<file path="config.mk">
export PLATFORM = sky130hd
export DESIGN_NAME = pawn_pst_scanner
export DESIGN_NICKNAME = d
export VERILOG_FILES = /design/src/rtl/pawn_pst_scanner.sv
export SDC_FILE = /design/constraint.sdc
export NUM_CORES = 1
export LEC_CHECK = 0
export CAP_MARGIN = 20
export CORE_AREA = 2 2 207 209
export DETAILED_ROUTE_END_ITERATION = 8
export DIE_AREA = 0 0 209 211
export GPL_ROUTABILITY_DRIVEN = 0
export PLACE_DENSITY = 0.61
export SLEW_MARGIN = 20
export SYNTH_ARGS = -nofsm -noshare
export SYNTH_HDL_FRONTEND = slang
export SYNTH_SLANG_ARGS = --single-unit
export TNS_END_PERCENT = 50
</file>
<file path="constraint.sdc">
create_clock -name clk -period 10.2 [get_ports clk]
set_clock_uncertainty 0.2 [all_clocks]
set_input_delay 1.02 -clock clk [delete_from_list [all_inputs] [get_ports clk]]
set_output_delay 1.02 -clock clk [all_outputs]
set_load 0.01 [all_outputs]
</file>
<file path="src/rtl/pawn_pst_scanner.sv">
// pawn_pst_scanner
//
// Walks all 64 squares of a latched pawn position, one square per clock,
// and accumulates a signed piece-square score from the pawn map table bus.
// White pawns add their table entry directly. Black pawns subtract the
// entry of the rank-mirrored square (sq ^ 56), so a symmetric position
// scores zero.
//
// Ports:
//   clk         rising-edge clock
//   reset_n     asynchronous, active-low reset
//   start       scan request, honoured only while idle
//   whitePawns  white pawn bitboard (bit i = square i, rank = i>>3)
//   blackPawns  black pawn bitboard, same indexing
//   pstData     64 signed entries of ENTRY_W bits; square i at [ENTRY_W*i +: ENTRY_W]
//   busy        high while scanning and during the completion cycle
//   done        one-cycle pulse when score/pawnCount/conflict are updated
//   score       white sum minus black sum (signed)
//   pawnCount   number of non-conflicting pawns counted
//   conflict    set if any square held both a white and a black pawn
module pawn_pst_scanner #(
  parameter int SCORE_W = 12,
  parameter int ENTRY_W = 6
) (
  input  logic                      clk,
  input  logic                      reset_n,
  input  logic                      start,
  input  logic [63:0]               whitePawns,
  input  logic [63:0]               blackPawns,
  input  logic [64*ENTRY_W-1:0]     pstData,
  output logic                      busy,
  output logic                      done,
  output logic signed [SCORE_W-1:0] score,
  output logic [4:0]                pawnCount,
  output logic                      conflict
);

  localparam int EXT_W = SCORE_W - ENTRY_W;

  typedef enum logic [1:0] {
    IDLE = 2'd0,
    SCAN = 2'd1,
    DONE = 2'd2
  } state_t;

  state_t r_state;
  state_t w_nextState;

  logic [5:0]                r_sq;
  logic [63:0]               r_white;
  logic [63:0]               r_black;
  logic signed [SCORE_W-1:0] r_acc;
  logic [4:0]                r_count;
  logic                      r_conflict;

  logic                      r_done;
  logic signed [SCORE_W-1:0] r_score;
  logic [4:0]                r_pawnCount;
  logic                      r_conflictOut;

  logic [ENTRY_W-1:0]        w_table [64];
  logic [ENTRY_W-1:0]        w_whiteEntry;
  logic [ENTRY_W-1:0]        w_blackEntry;
  logic signed [SCORE_W-1:0] w_whiteExt;
  logic signed [SCORE_W-1:0] w_blackExt;
  logic                      w_whiteBit;
  logic                      w_blackBit;
  logic                      w_accept;
  logic                      w_busy;

  // Slice the flat table bus into per-square entries so the scan index can
  // select one directly.
  for (genvar gi = 0; gi < 64; gi++) begin : g_table
    assign w_table[gi] = pstData[gi*ENTRY_W +: ENTRY_W];
  end

  // Black squares use the rank-mirrored entry: flipping the three rank bits
  // maps black's view of the board onto white's table layout.
  assign w_whiteEntry = w_table[r_sq];
  assign w_blackEntry = w_table[r_sq ^ 6'd56];
  assign w_whiteExt   = {{EXT_W{w_whiteEntry[ENTRY_W-1]}}, w_whiteEntry};
  assign w_blackExt   = {{EXT_W{w_blackEntry[ENTRY_W-1]}}, w_blackEntry};
  assign w_whiteBit   = r_white[r_sq];
  assign w_blackBit   = r_black[r_sq];

  // State register.
  always_ff @(posedge clk or negedge reset_n) begin
    if (!reset_n) begin
      r_state <= IDLE;
    end else begin
      r_state <= w_nextState;
    end
  end

  // Next-state logic: a start request only has an effect from IDLE, so a
  // start seen during SCAN or DONE is simply dropped.
  always_comb begin
    w_nextState = r_state;
    case (r_state)
      IDLE:    if (start) w_nextState = SCAN;
      SCAN:    if (r_sq == 6'd63) w_nextState = DONE;
      DONE:    w_nextState = IDLE;
      default: w_nextState = IDLE;
    endcase
  end

  // Output logic decoded from the state.
  always_comb begin
    w_accept = 1'b0;
    w_busy   = 1'b0;
    case (r_state)
      IDLE:    w_accept = start;
      SCAN:    w_busy   = 1'b1;
      DONE:    w_busy   = 1'b1;
      default: w_busy   = 1'b0;
    endcase
  end

  // Scan datapath: bitboards are captured once at acceptance so later input
  // changes cannot disturb the scan. A square holding both colours is
  // flagged and otherwise ignored.
  always_ff @(posedge clk or negedge reset_n) begin
    if (!reset_n) begin
      r_sq       <= '0;
      r_white    <= '0;
      r_black    <= '0;
      r_acc      <= '0;
      r_count    <= '0;
      r_conflict <= 1'b0;
    end else if (w_accept) begin
      r_sq       <= '0;
      r_white    <= whitePawns;
      r_black    <= blackPawns;
      r_acc      <= '0;
      r_count    <= '0;
      r_conflict <= 1'b0;
    end else if (r_state == SCAN) begin
      r_sq <= r_sq + 6'd1;
      if (w_whiteBit && w_blackBit) begin
        r_conflict <= 1'b1;
      end else if (w_whiteBit) begin
        r_acc   <= r_acc + w_whiteExt;
        r_count <= r_count + 5'd1;
      end else if (w_blackBit) begin
        r_acc   <= r_acc - w_blackExt;
        r_count <= r_count + 5'd1;
      end
    end
  end

  // Result registers: published together with the done pulse and held until
  // the next completion, so a reset mid-scan leaves them cleared.
  always_ff @(posedge clk or negedge reset_n) begin
    if (!reset_n) begin
      r_done        <= 1'b0;
      r_score       <= '0;
      r_pawnCount   <= '0;
      r_conflictOut <= 1'b0;
    end else begin
      r_done <= (r_state == DONE);
      if (r_state == DONE) begin
        r_score       <= r_acc;
        r_pawnCount   <= r_count;
        r_conflictOut <= r_conflict;
      end
    end
  end

  assign busy      = w_busy;
  assign done      = r_done;
  assign score     = r_score;
  assign pawnCount = r_pawnCount;
  assign conflict  = r_conflictOut;

endmodule

</file>
# After elaboration in Yosys (flattened, before gate mapping)
# Index checks and enable logic that the tools add are counted.
dict set report op_classes {
  shifts 0
  n_lt_le_gt_ge 3
  mux 30
  n_mul 0
  eq_ne 6
  n_bitwise 3
  n_addsub 4
  n_reduce_logical 9
  n_div 0
}
# op count
set ops {}
lappend ops {{$bmux 6 s6} 2}
lappend ops {{$mux 12} 5}
lappend ops {{$mux 6} 6}
lappend ops {{$mux 5} 5}
lappend ops {{$ge 7x7->1 const B} 2}
lappend ops {{$not 6->7} 2}
lappend ops {{$add 12x6->12} 1}
lappend ops {{$bmux 1 s6} 2}
lappend ops {{$sub 12x6->12} 1}
lappend ops {{$lt 6x7->1 const B} 1}
lappend ops {{$mux 1} 7}
lappend ops {{$add 6x1->6 const B} 1}
lappend ops {{$eq 6x6->1 const B} 1}
lappend ops {{$ne 2x2->1 const B} 3}
lappend ops {{$add 5x1->5 const B} 1}
lappend ops {{$mux 2} 2}
lappend ops {{$pmux 2 s2} 1}
lappend ops {{$reduce_and 2->1} 2}
lappend ops {{$reduce_bool 2->1} 2}
lappend ops {{$not 3->3} 1}
lappend ops {{$reduce_and 3->1} 1}
lappend ops {{$reduce_bool 3->1} 1}
lappend ops {{$eq 2x1->1 const B} 1}
lappend ops {{$eq 2x2->1 const B} 1}
lappend ops {{other kinds (3)} 3}
dict set report word_totals {
  output_inout_bits 20
  in_bits 515
  latchBits 0
  n_memories 0
  ram_bits 0
  regBits 173
  mem_bits_ro 0
}

# Longest topological paths before layout
dict set report depth {
  word_depth 11
  ltp_mapped 24
  depth_no_buf 19
}

# Least setup slack after synthesis
# No wires, ideal clock.
dict set report synth_path {
  path_type {flip-flop to flip-flop}
  start {register r_sq[0]}
  end {register r_acc[11]}
  path_stages_with_launch 20
  arrival_ns 4.939
  setup_slack_ns 4.983
  period_less_slack_ns 5.217
  cell_sequence {dfrtp_1 -> buf_6 -> buf_6 -> buf_4 -> buf_2 -> buf_2 -> buf_1 -> mux4_2 -> mux4_2 -> mux2_2 -> ha_1 -> a21o_1 -> a21oi_1 -> o211ai_1 -> a41o_1 -> a21o_1 -> a21oi_1 -> xnor2_1 -> or3_1 -> a21oi_1}
}
dict set report synth_via {
  elab_chain_cells 10
}
# element line
set synth_lines {}
lappend synth_lines {{start: declaration} 49} ;# logic [5:0] r_sq;
lappend synth_lines {{start signal: assignment} 138} ;# r_sq <= r_sq + 6'd1;
lappend synth_lines {{$not 6->7 (not written as such)} 80} ;# assign w_blackEntry = w_table[r_sq ^ 6'd56];
lappend synth_lines {{$bmux 6 s6} 80}
lappend synth_lines {{$mux 6 (not written as such) (2 in series)} 80}
lappend synth_lines {{$sub 12x6->12} 145} ;# r_acc <= r_acc - w_blackExt;
lappend synth_lines {{$mux 12} 144} ;# end else if (w_blackBit) begin
lappend synth_lines {{$mux 12} 141} ;# end else if (w_whiteBit) begin
lappend synth_lines {{$mux 12} 139} ;# if (w_whiteBit && w_blackBit) begin
lappend synth_lines {{$mux 12} 137} ;# end else if (r_state == SCAN) begin
lappend synth_lines {{$mux 12} 130} ;# end else if (w_accept) begin
lappend synth_lines {{end signal: assignment} 142} ;# r_acc <= r_acc + w_whiteExt;
lappend synth_lines {{end signal: assignment} 145}
lappend synth_lines {{end: declaration} 52} ;# logic signed [SCORE_W-1:0] r_acc;
# Several ways; a longest one is shown, not always the timed one. The select of a mux whose other input is x is not followed.
# A chain may end at the register's enable or synchronous reset.

# Final worst setup path
# Same ends and word-level chain as after synthesis.

==> summary.txt <==
Global routing
  • Antenna violations before repair: 8
  • First-pass GRT wire length: 69100 um
  • Number of global-route vias before repair: 11500
  • Total track usage: 20.9%
  • Largest net degree at the start of global routing: 97
  • Total gr overflow: 0

Timing
  • Max Freq: 163 MHz
  • Tcrit/Tclk final: 60.3%
  • Final hold vios: 0
  • RSZ-0062 raised after global routing: no
  • Setup-failing EPs final: 0
  • Worst-margin pin slew: 972 ps
  • Relative slew slack: 35.2%
  • Setup TNS: 0 ps
  • WHS: 270 ps
  • Tmin final: 6150 ps
  • Post-route setup slack: 4050 ps
  • Max Transition Viols Final: 0

Power and ir drop
  • Worst VDD drop: 0.193 mV
  • Leak Pwr: 7.64 nW
  • Power density over the cells: 239 nW/um2
  • Tot Pwr: 4.43 mW

Clock network
  • Hold_buf cts: 0
  • Root Driver: clkbuf_16
  • Clk_lat worst skew: 440 ps
  • H-tree depth: 4
  • Reg clk slew, reported paths: 70 ps
  • Clock Path Buffers: 2
  • # Post-CTS Setup Buffers: 0
  • CTS Sinks: 173
  • Cells resized by post-CTS repair: 0
  • CTS tree: built
  • TritonCTS Buffers: 17

Place
  • Placed instance count: 2122
  • Area after DPL: 17800 um2
  • Dpl ws: 4050 ps
  • PortBufs: 534
  • Dpl hpwl: 35500 um

Layout
  • Fin util: 44.3%
  • Area Growth Syn to Fin: 52.7%
  • Share of layout cells above drive strength 1: 14.7%
  • Fillers: 3977
  • Fin area: 18500 um2
  • Post-Layout Cell Count: 2162
  • Layout Nets: 2137

Route
  • WL/cell: 21.2 um
  • Final wirelength: 45900 um
  • Vias/cell: 4.95
  • Detail Route Antenna Nets: 0
  • First drt pass iteration count: 5
  • Drt first-iter violations: 547
  • Post-route DRC: 0
  • Via Count: 10700

Floorplanning
  • Die area: 44100 um2
  • Core area: 41800 um2
  • Chip height: 211 um
  • I/O pins: 535
  • Row count: 75
  • Initial Utilization: 29.0%
  • Die X-Extent: 209 um

Setup path
  • Max incr delay on CP: 630 ps
  • Critical path buffers and inverters: 2
  • Slowest CP cell: mux4_2
  • Worst path most repeated cell: a21oi_1
  • Worst Setup Start Kind: flip-flop
  • Worst-path fanout max: 96
  • Critical path type: reg -> reg
  • CP endpoint kind: flip-flop
  • R2R setup slack: 4050 ps
  • Largest delay share family, worst path: compound AO/OA/AOI/OAI gates
  • Critical-path cell list: buf_12 > mux4_2 > mux4_2 > o32ai_1 > a311oi_1 > inv_1 > ha_1 > mux2_2 > ha_1 > a21o_1 > a21oi_1 > o211ai_1 > a41o_1 > a21o_1 > a21oi_1 > xnor2_1 > or3_1 > a21oi_1
  • Start of the worst register-to-register path: r_sq[0]
  • R2r worst-path depth: 18
  • Arr. time, crit path: 6310 ps
  • R2R Path End: r_acc[11]
  • WP data required: 10360 ps
  • Crit. Startpoint: r_sq[0]

Synth
  • Post-synth EDFFs: 0
  • Synth async-reset ratio: 100%
  • Syn nets: 1661
  • Mean Syn Cell Area: 10.8 um2
  • Sequential element share of the synthesized area: 35.7%
  • Synthesized flop and latch total: 173
  • Mapped cell area: 12100 um2
  • Main synth FF type: dfrtp_1
  • Synth cell types: 57
  • Synth top area cells: dfrtp_1 36%, mux4_2 26%, nand2_1 13%
  • Gate Count Post-Synth: 1126
  • Synth warn: 0
  • Top cell type's share of synthesized area: 35.7%
  • Synth area leader: dfrtp_1

Min path
  • Hold depth: 2
  • WHS Endpoint: r_white[53]
  • Hold Crit Class: reg -> reg
  • HP Start: r_white[53]

Run status
  • Run status: finished, final reports clean

Flow run
  • Max-cap violations: 0
## Yosys cell counts (all sizes together) (7+ instances only)
cell	count
clkbuf	49
o21ai	17
xor2	7
mux4	156
nand2	408
nor2b	7
buf	38
a22oi	10
a21oi	26
nor3	9
dfrtp	173
mux2	40
nor2	42
mux2i	32
ha	19
inv	17
nand3	9
xnor2	8
## flip-flops by register name, indices dropped and copies added, names as in the netlist, 2 cells and up
name,count
pawnCount,5
r_acc,12
r_black,64
r_count,5
r_sq,6
r_state,2
r_white,64
score,12
## final cells by class
class	instances	area, um2	share of cell area, %
Clock buffer	19	453	2.45
Multi-Input combinational cell	848	7320	39.6
Clock inverter	13	164	0.886
Inverter	18	67.6	0.365
Sequential cell	173	4340	23.5
Antenna cell	8	20.0	0.108
Tap cell	539	674	3.65
Timing Repair Buffer	544	5450	29.5
## cells by family (layout without fill, tap and decap cells)
family	count (synthesis)	after routing	synth area share (%)
AND/OR/NAND/NOR	494	494	16.2
multiplexers	228	228	35.9
flip-flops	173	173	35.7
buffers and inverters	105	594	3.94
AO/OA/AOI/OAI	91	91	5.01
adder cells (fa/ha/maj)	20	20	2.13
XOR/XNOR	15	15	1.08
other	0	8	0
## tightest hold or removal path: stages (launching register included)
cell     delay (ps)
dfrtp_1         340
nand2_1          50
nand2_1          50
## layer usage
layer / vias to the layer above / global-route usage [%] / part of all wire [%]
met2: 376 / 36.7 / 51
met5: - / 0 / 0.028
met1: 5246 / 25.4 / 41
li1: 5025 / - / -
met3: 49 / 5.32 / 6.5
met4: 2 / 5.69 / 1.9
## placed cells by master, fill, tap and decap left out, drive strengths merged, types with 3 or more instances in the layout
master         instances
nand3                  9
or2                    3
nor2b                  7
diode                  8
clkdlybuf4s50        533
nand2                408
dfrtp                173
a21oi                 26
mux2                  40
mux2i                 32
xor2                   7
buf                   11
a22oi                 10
clkbuf                19
clkinvlp               5
o21ai                 17
bufinv                 3
xnor2                  8
o21a                   4
mux4                 156
and2                   5
a21o                   6
nor2                  42
ha                    19
clkinv                 5
nor3                   9
inv                   18
or3                    5
## where the power goes
group,internal [mW],leakage (nW),switching [mW]
registers,0.978,2.18,0.224
logic,1.29,5.17,1.24
clock network,0.399,0.288,0.294
## how the worst max path moves through the flow
stage,endpoint,depth (start not counted)
6_report,r_acc[11],18
5_1_grt,r_acc[8],20
4_1_cts,r_acc[11],18
3_5_place_dp,r_acc[11],18
3_3_place_gp,r_acc[11],18
2_1_floorplan,r_acc[11],19
Note: power is estimated with default switching activity, not from simulation.
